File: config.mk
export PLATFORM = sky130hd
export DESIGN_NAME = zwait_spi
export DESIGN_NICKNAME = d
export VERILOG_FILES = /design/src/rtl/zwait_spi.sv
export SDC_FILE = /design/constraint.sdc
export NUM_CORES = 1
export LEC_CHECK = 0
export ABC_CLOCK_PERIOD_IN_PS = 2350
export CAP_MARGIN = 20
export CORE_MARGIN = 3
export CORE_UTILIZATION = 50
export DETAILED_ROUTE_END_ITERATION = 12
export PLACE_DENSITY = 0.73
export SYNTH_ARGS = -nofsm -noshare
export SYNTH_HDL_FRONTEND = slang
export SYNTH_SLANG_ARGS = --single-unit
File: constraint.sdc
create_clock -name clk -period 2.35 [get_ports clk]
set_input_delay 0.47 -clock clk [delete_from_list [all_inputs] [get_ports clk]]
set_output_delay 0.47 -clock clk [all_outputs]
set_load 0.01 [all_outputs]
File: src/rtl/zwait_spi.sv
// zwait_spi: mode-0 SPI slave that lets an MCU service Z80 wait cycles.
// The first byte is a command; the response byte then repeats on MISO.
module zwait_spi #(
    parameter int SYNC_STAGES = 2
) (
    input  logic       clk,
    input  logic       rst_n,
    input  logic       spi_sck,
    input  logic       spi_cs_n,
    input  logic       spi_mosi,
    output logic       spi_miso,
    input  logic       spiint_n,
    input  logic [1:0] wait_status,
    input  logic       wait_status_wrn,
    input  logic [7:0] wait_addr,
    input  logic [7:0] wait_wdata,
    output logic [7:0] wait_rdata,
    output logic       wait_end
);
    localparam logic [1:0] ST_IDLE = 2'd0;
    localparam logic [1:0] ST_CMD  = 2'd1;
    localparam logic [1:0] ST_DATA = 2'd2;
    localparam logic [1:0] ST_DONE = 2'd3;

    localparam logic [7:0] CMD_STATUS = 8'h01;
    localparam logic [7:0] CMD_ADDR   = 8'h02;
    localparam logic [7:0] CMD_WDATA  = 8'h03;
    localparam logic [7:0] CMD_RDATA  = 8'h04;
    localparam logic [7:0] CMD_END    = 8'h05;

    logic [SYNC_STAGES-1:0] sck_sync_q, sck_sync_d;
    logic [SYNC_STAGES-1:0] cs_sync_q, cs_sync_d;
    logic [SYNC_STAGES-1:0] mosi_sync_q, mosi_sync_d;
    logic                   sck_prev_q, sck_prev_d;

    logic [1:0] state_q, state_d;
    logic [2:0] cnt_q, cnt_d;
    logic [7:0] rx_q, rx_d;
    logic [7:0] cmd_q, cmd_d;
    logic [7:0] resp_q, resp_d;
    logic [7:0] tx_q, tx_d;
    logic       miso_q, miso_d;
    logic [7:0] rdata_q, rdata_d;
    logic       rd_done_q, rd_done_d;
    logic       end_pend_q, end_pend_d;
    logic       wait_end_q, wait_end_d;

    logic       sck_s, cs_s, mosi_s;
    logic       sck_rise, sck_fall;
    logic [7:0] rx_next;
    logic [7:0] resp_sel;

    assign sck_s    = sck_sync_q[SYNC_STAGES-1];
    assign cs_s     = cs_sync_q[SYNC_STAGES-1];
    assign mosi_s   = mosi_sync_q[SYNC_STAGES-1];
    assign sck_rise = sck_s & ~sck_prev_q;
    assign sck_fall = ~sck_s & sck_prev_q;
    assign rx_next  = {rx_q[6:0], mosi_s};

    always_comb begin
        sck_sync_d  = {sck_sync_q[SYNC_STAGES-2:0], spi_sck};
        cs_sync_d   = {cs_sync_q[SYNC_STAGES-2:0], spi_cs_n};
        mosi_sync_d = {mosi_sync_q[SYNC_STAGES-2:0], spi_mosi};
        sck_prev_d  = sck_s;
    end

    // Response is chosen from the byte being completed, so STATUS
    // reflects the wait generator at the instant the command latches.
    always_comb begin
        resp_sel = 8'hFF;
        if (rx_next == CMD_STATUS) begin
            resp_sel = {~spiint_n, wait_status_wrn, 4'b0000, wait_status};
        end else if (rx_next == CMD_ADDR) begin
            resp_sel = wait_addr;
        end else if (rx_next == CMD_WDATA) begin
            resp_sel = wait_wdata;
        end
    end

    always_comb begin
        state_d    = state_q;
        cnt_d      = cnt_q;
        rx_d       = rx_q;
        cmd_d      = cmd_q;
        resp_d     = resp_q;
        tx_d       = tx_q;
        miso_d     = miso_q;
        rdata_d    = rdata_q;
        rd_done_d  = rd_done_q;
        end_pend_d = end_pend_q;
        wait_end_d = 1'b0;
        unique case (state_q)
            ST_IDLE: begin
                if (!cs_s) begin
                    state_d    = ST_CMD;
                    cnt_d      = 3'd0;
                    rd_done_d  = 1'b0;
                    end_pend_d = 1'b0;
                end
            end
            ST_CMD: begin
                if (cs_s) begin
                    state_d = ST_DONE;
                end else if (sck_rise) begin
                    rx_d  = rx_next;
                    cnt_d = cnt_q + 3'd1;
                    if (cnt_q == 3'd7) begin
                        cmd_d      = rx_next;
                        resp_d     = resp_sel;
                        tx_d       = resp_sel;
                        end_pend_d = (rx_next == CMD_END);
                        state_d    = ST_DATA;
                    end
                end
            end
            ST_DATA: begin
                if (cs_s) begin
                    state_d = ST_DONE;
                end else if (sck_rise) begin
                    rx_d  = rx_next;
                    cnt_d = cnt_q + 3'd1;
                    if (cnt_q == 3'd7) begin
                        tx_d = resp_q;
                        if (cmd_q == CMD_RDATA && !rd_done_q) begin
                            rdata_d   = rx_next;
                            rd_done_d = 1'b1;
                        end
                    end
                end else if (sck_fall) begin
                    miso_d = tx_q[7];
                    tx_d   = {tx_q[6:0], 1'b0};
                end
            end
            ST_DONE: begin
                wait_end_d = end_pend_q;
                end_pend_d = 1'b0;
                state_d    = ST_IDLE;
            end
            default: state_d = ST_IDLE;
        endcase
    end

    always_ff @(posedge clk or negedge rst_n) begin
        if (!rst_n) begin
            sck_sync_q  <= '0;
            cs_sync_q   <= '1;
            mosi_sync_q <= '0;
            sck_prev_q  <= 1'b0;
            state_q     <= ST_IDLE;
            cnt_q       <= 3'd0;
            rx_q        <= 8'h00;
            cmd_q       <= 8'h00;
            resp_q      <= 8'hFF;
            tx_q        <= 8'hFF;
            miso_q      <= 1'b0;
            rdata_q     <= 8'hFF;
            rd_done_q   <= 1'b0;
            end_pend_q  <= 1'b0;
            wait_end_q  <= 1'b0;
        end else begin
            sck_sync_q  <= sck_sync_d;
            cs_sync_q   <= cs_sync_d;
            mosi_sync_q <= mosi_sync_d;
            sck_prev_q  <= sck_prev_d;
            state_q     <= state_d;
            cnt_q       <= cnt_d;
            rx_q        <= rx_d;
            cmd_q       <= cmd_d;
            resp_q      <= resp_d;
            tx_q        <= tx_d;
            miso_q      <= miso_d;
            rdata_q     <= rdata_d;
            rd_done_q   <= rd_done_d;
            end_pend_q  <= end_pend_d;
            wait_end_q  <= wait_end_d;
        end
    end

    assign spi_miso   = miso_q;
    assign wait_rdata = rdata_q;
    assign wait_end   = wait_end_q;
endmodule

==> parameters.txt, run 1 <==
Parameter                              Value

Place
  Buffers on Ports    34
  HPWL after detailed placement    3470 µm
  Instance count after placement with tap cells included    328
  Final weighted congestion in routability-driven placement    0.749
  Worst setup timing slack at the placement stage    249 ps

Synthesis
  Most common cell in the synthesized netlist    sky130_fd_sc_hd__nand2_1
  Synth Area in Simple Gates    0.120
  Synth top cells by count    sky130_fd_sc_hd__nand2_1 (36), sky130_fd_sc_hd__dfrtp_1 (29), sky130_fd_sc_hd__dfstp_2 (26), sky130_fd_sc_hd__mux2_2 (26), sky130_fd_sc_hd__mux2i_1 (14)
  Combinational family with the most area after synthesis    multiplexers
  Proportion of synthesized chip area in sequential cells    0.529
  Number of enable-type register cells in the synthesized netlist    0
  Post-Synth XOR/XNOR Area    0
  Synth Cell Area    2660 µm²
  Post-synthesis cell count    234
  Share of cell area taken by muxes after synthesis    0.163
  Area fraction of the dominant cell type after synthesis    0.273
  Syn_nets    267
  Syn avg cell area    11.4 µm²
  Flip-flop and latch count after synthesis    55
  Fraction of the mapped netlist area in adder cells    0.0376
  Proportion of register bits with asynchronous set or reset after synthesis    1.00
  Compound-cell area share of the yosys netlist    0.116
  Biggest area consumer among synthesized cells    sky130_fd_sc_hd__dfrtp_1
  Biggest area contributors in the synthesized netlist    sky130_fd_sc_hd__dfrtp_1 (27%), sky130_fd_sc_hd__dfstp_2 (26%), sky130_fd_sc_hd__mux2_2 (11%)
  Yosys Warn Count    0
  Count of cell types in the netlist    40
  Commonest register cell after synthesis    sky130_fd_sc_hd__dfrtp_1

Critical path
  Critical Path End Type    register
  Data arrival, critical path    2320 ps
  Critical-path cell with the highest stage delay    sky130_fd_sc_hd__or4_1
  Buf/Inv on CP    0
  Kind of cell with the highest combined delay on the critical path    simple AND/OR/NAND/NOR gates
  Max incr delay on CP    550 ps
  Data required time at the worst endpoint    2580 ps
  Kind of start point of the critical path    register
  Sequence of cells on the critical path    or4_1 -> or3_1 -> o311ai_0 -> nand2_1
  Setup CP Type    reg -> reg
  CP Max Fanout    15

Clock tree
  Number of buffers on the longest clock path    2
  Hold buffer count at cts    0
  CTS tree    done
  CTS H-tree lvls    2
  Clock root buffer    sky130_fd_sc_hd__clkbuf_8
  Clock slew seen by the registers of the worst setup and hold paths    100 ps
  # clock sinks    55
  Post-cts gate resize count    0
  Total CTS buffers    5
  Clk_lat worst skew    300 ps
  Post-CTS setup buffers    0

Timing
  Final setup TNS    0 ps
  Final worst path period need    2090 ps
  RSZ-0062 raised after global routing    false
  Endpoints failing setup    0
  Slew Viols, Final    0
  Worst hold slack across all endpoints    284 ps
  Slack of the critical path    263 ps
  Max Clk Rate    479 MHz
  Final clock period utilization by the worst path    0.888
  Hold Violations, Final    0
  Slew at the pin with the worst max-slew slack    665 ps
  Normalized max-slew margin    0.557
  Worst clock skew on the final layout    5.71 ps

Floorplanning
  Area of the core region    4940 µm²
  I/O pin count    35
  Row count    25
  Die Footprint    6240 µm²
  Die W    79.0 µm
  Initial cell density of the core    0.539
  Floorplan die height    79.0 µm

Layout
  Layout area overhead    18.7%
  Antenna Cells    0
  Total Nets Final    301
  Share of layout cells above drive strength 1    0.268
  Post-route non-filler standard cell count    336

Route
  DRC violations left    0
  Total number of vias    1,804
  Vias per cell    5.37
  Final ANT Viol Nets    0
  DR iter-0 viols    162
  Length of the first detailed-routing pass in iterations    4
  Wirelength per Cell    14.7 µm
  Sum of routed wire length over all layers    4930 µm

GRT
  All-Layer GR Usage    0.175
  Number of antenna violations at the first check in global routing    0
  Global-route wire length before repair    8670 µm
  Final global-route overflow total    0
  Pin count of the biggest net entering global routing    56
  Number of global-route vias before repair    1,767

Run status
  Status    finished, final reports clean

Pwr
  Worst IR Drop VDD    0.000666 V
  Leak    1.44 nW
  Areal power density over the cells    941 nW/µm²

Run
  Max-cap violations    0

Hold path
  Worst hold path class    in -> async
[power breakdown]
group          switching [mW]  leakage (nW)  internal (mW)
Sequential              0.194         0.649           1.23
Combinational           0.549         0.747          0.474
Clock                   0.314        0.0408          0.214
[per-layer routing]
metal | global-route usage | vias to the layer above | routed length (µm)
li1 | - | 902 | -
met1 | 0.267 | 873 | 2550
met2 | 0.253 | 27 | 2160
met3 | 0.0454 | 2 | 178
met4 | 0.0361 | 0 | 29
met5 | 0 | - | 0
[final timing paths]
kind / from / endpoint / slack [ps] / cells past startpoint
setup / recovery: rx_q[6] / tx_q[1] / 260 / 4
hold / removal: rst_n / spi_miso / 280 / 2
setup reg to reg: rx_q[6] / tx_q[1] / 260 / 4
hold reg to reg: mosi_sync_q[0] / mosi_sync_q[1] / 360 / 0
max in group asynchronous: rst_n / state_q[0] / 1630 / 2
min in group clk: mosi_sync_q[0] / mosi_sync_q[1] / 360 / 0
[layout make-up]
type                    instances  area [µm²]
well taps                      67        83.8
fillers                       429        1780
clock buffers                   5        68.8
inverters                       7        26.3
multi-input cells             158        1160
flip-flops and latches         55        1410
clock inverters                 3        23.8
repair buffers                 41         388
[registers in the layout (all words and copies together), names as in the netlist]
signal and cells:
wait_end 1, cmd_q 8, cs_sync_q 2, tx_q 8, spi_miso 1, wait_rdata 8
resp_q 8, rd_done_q 1, rx_q 7, cnt_q 3, sck_sync_q 2, sck_prev_q 1
state_q 2, mosi_sync_q 2, end_pend_q 1
[cells by family after synthesis]
| group | after synthesis |
|---|---|
| AOI/OAI and AO/OA | 41 |
| adders and majority gates | 8 |
| muxes | 40 |
| buffers and inverters | 21 |
| and+or+nand+nor | 69 |
| DFF | 55 |
[per-stage QoR]
| stage | total power, mW | utilization | area [µm²] |
|---|---|---|---|
| floorplan | 2.20 | - | 2660 |
| global placement | 2.44 | 0.621 | 3070 |
| detailed placement | 2.47 | 0.621 | 3070 |
| CTS | 3.01 | 0.639 | 3160 |
| global route | 3.23 | 0.639 | 3160 |
| finish | 2.97 | 0.639 | 3160 |
[layout by cell type, fill, tap and decap left out, types with 2 or more instances in the layout]
master	instances
sky130_fd_sc_hd__mux2_2	26
sky130_fd_sc_hd__a2bb2oi_1	6
sky130_fd_sc_hd__nand2b_1	4
sky130_fd_sc_hd__nor2_1	12
sky130_fd_sc_hd__clkbuf_8	5
sky130_fd_sc_hd__dfstp_2	26
sky130_fd_sc_hd__ha_1	8
sky130_fd_sc_hd__clkinvlp_4	2
sky130_fd_sc_hd__nor3_1	3
sky130_fd_sc_hd__mux2i_1	14
sky130_fd_sc_hd__a211oi_1	2
sky130_fd_sc_hd__nand3_1	2
sky130_fd_sc_hd__o31ai_1	2
sky130_fd_sc_hd__o21ai_0	10
sky130_fd_sc_hd__o311ai_0	5
sky130_fd_sc_hd__a22o_1	3
sky130_fd_sc_hd__nor2b_1	3
sky130_fd_sc_hd__nand2_1	36
sky130_fd_sc_hd__clkdlybuf4s50_1	33
sky130_fd_sc_hd__buf_4	7
sky130_fd_sc_hd__inv_1	6
sky130_fd_sc_hd__o311ai_1	2
sky130_fd_sc_hd__or4_1	2
sky130_fd_sc_hd__dfrtp_1	29
sky130_fd_sc_hd__a21oi_1	3
No activity file was read; power rests on OpenSTA's default activity.
==> run 2: changes to the inputs <==
Settings changed: CAP_MARGIN 20 to 40.
==> results of run 2 <==
Same layout as run 1: the final DEF is identical, and so are final timing and power.
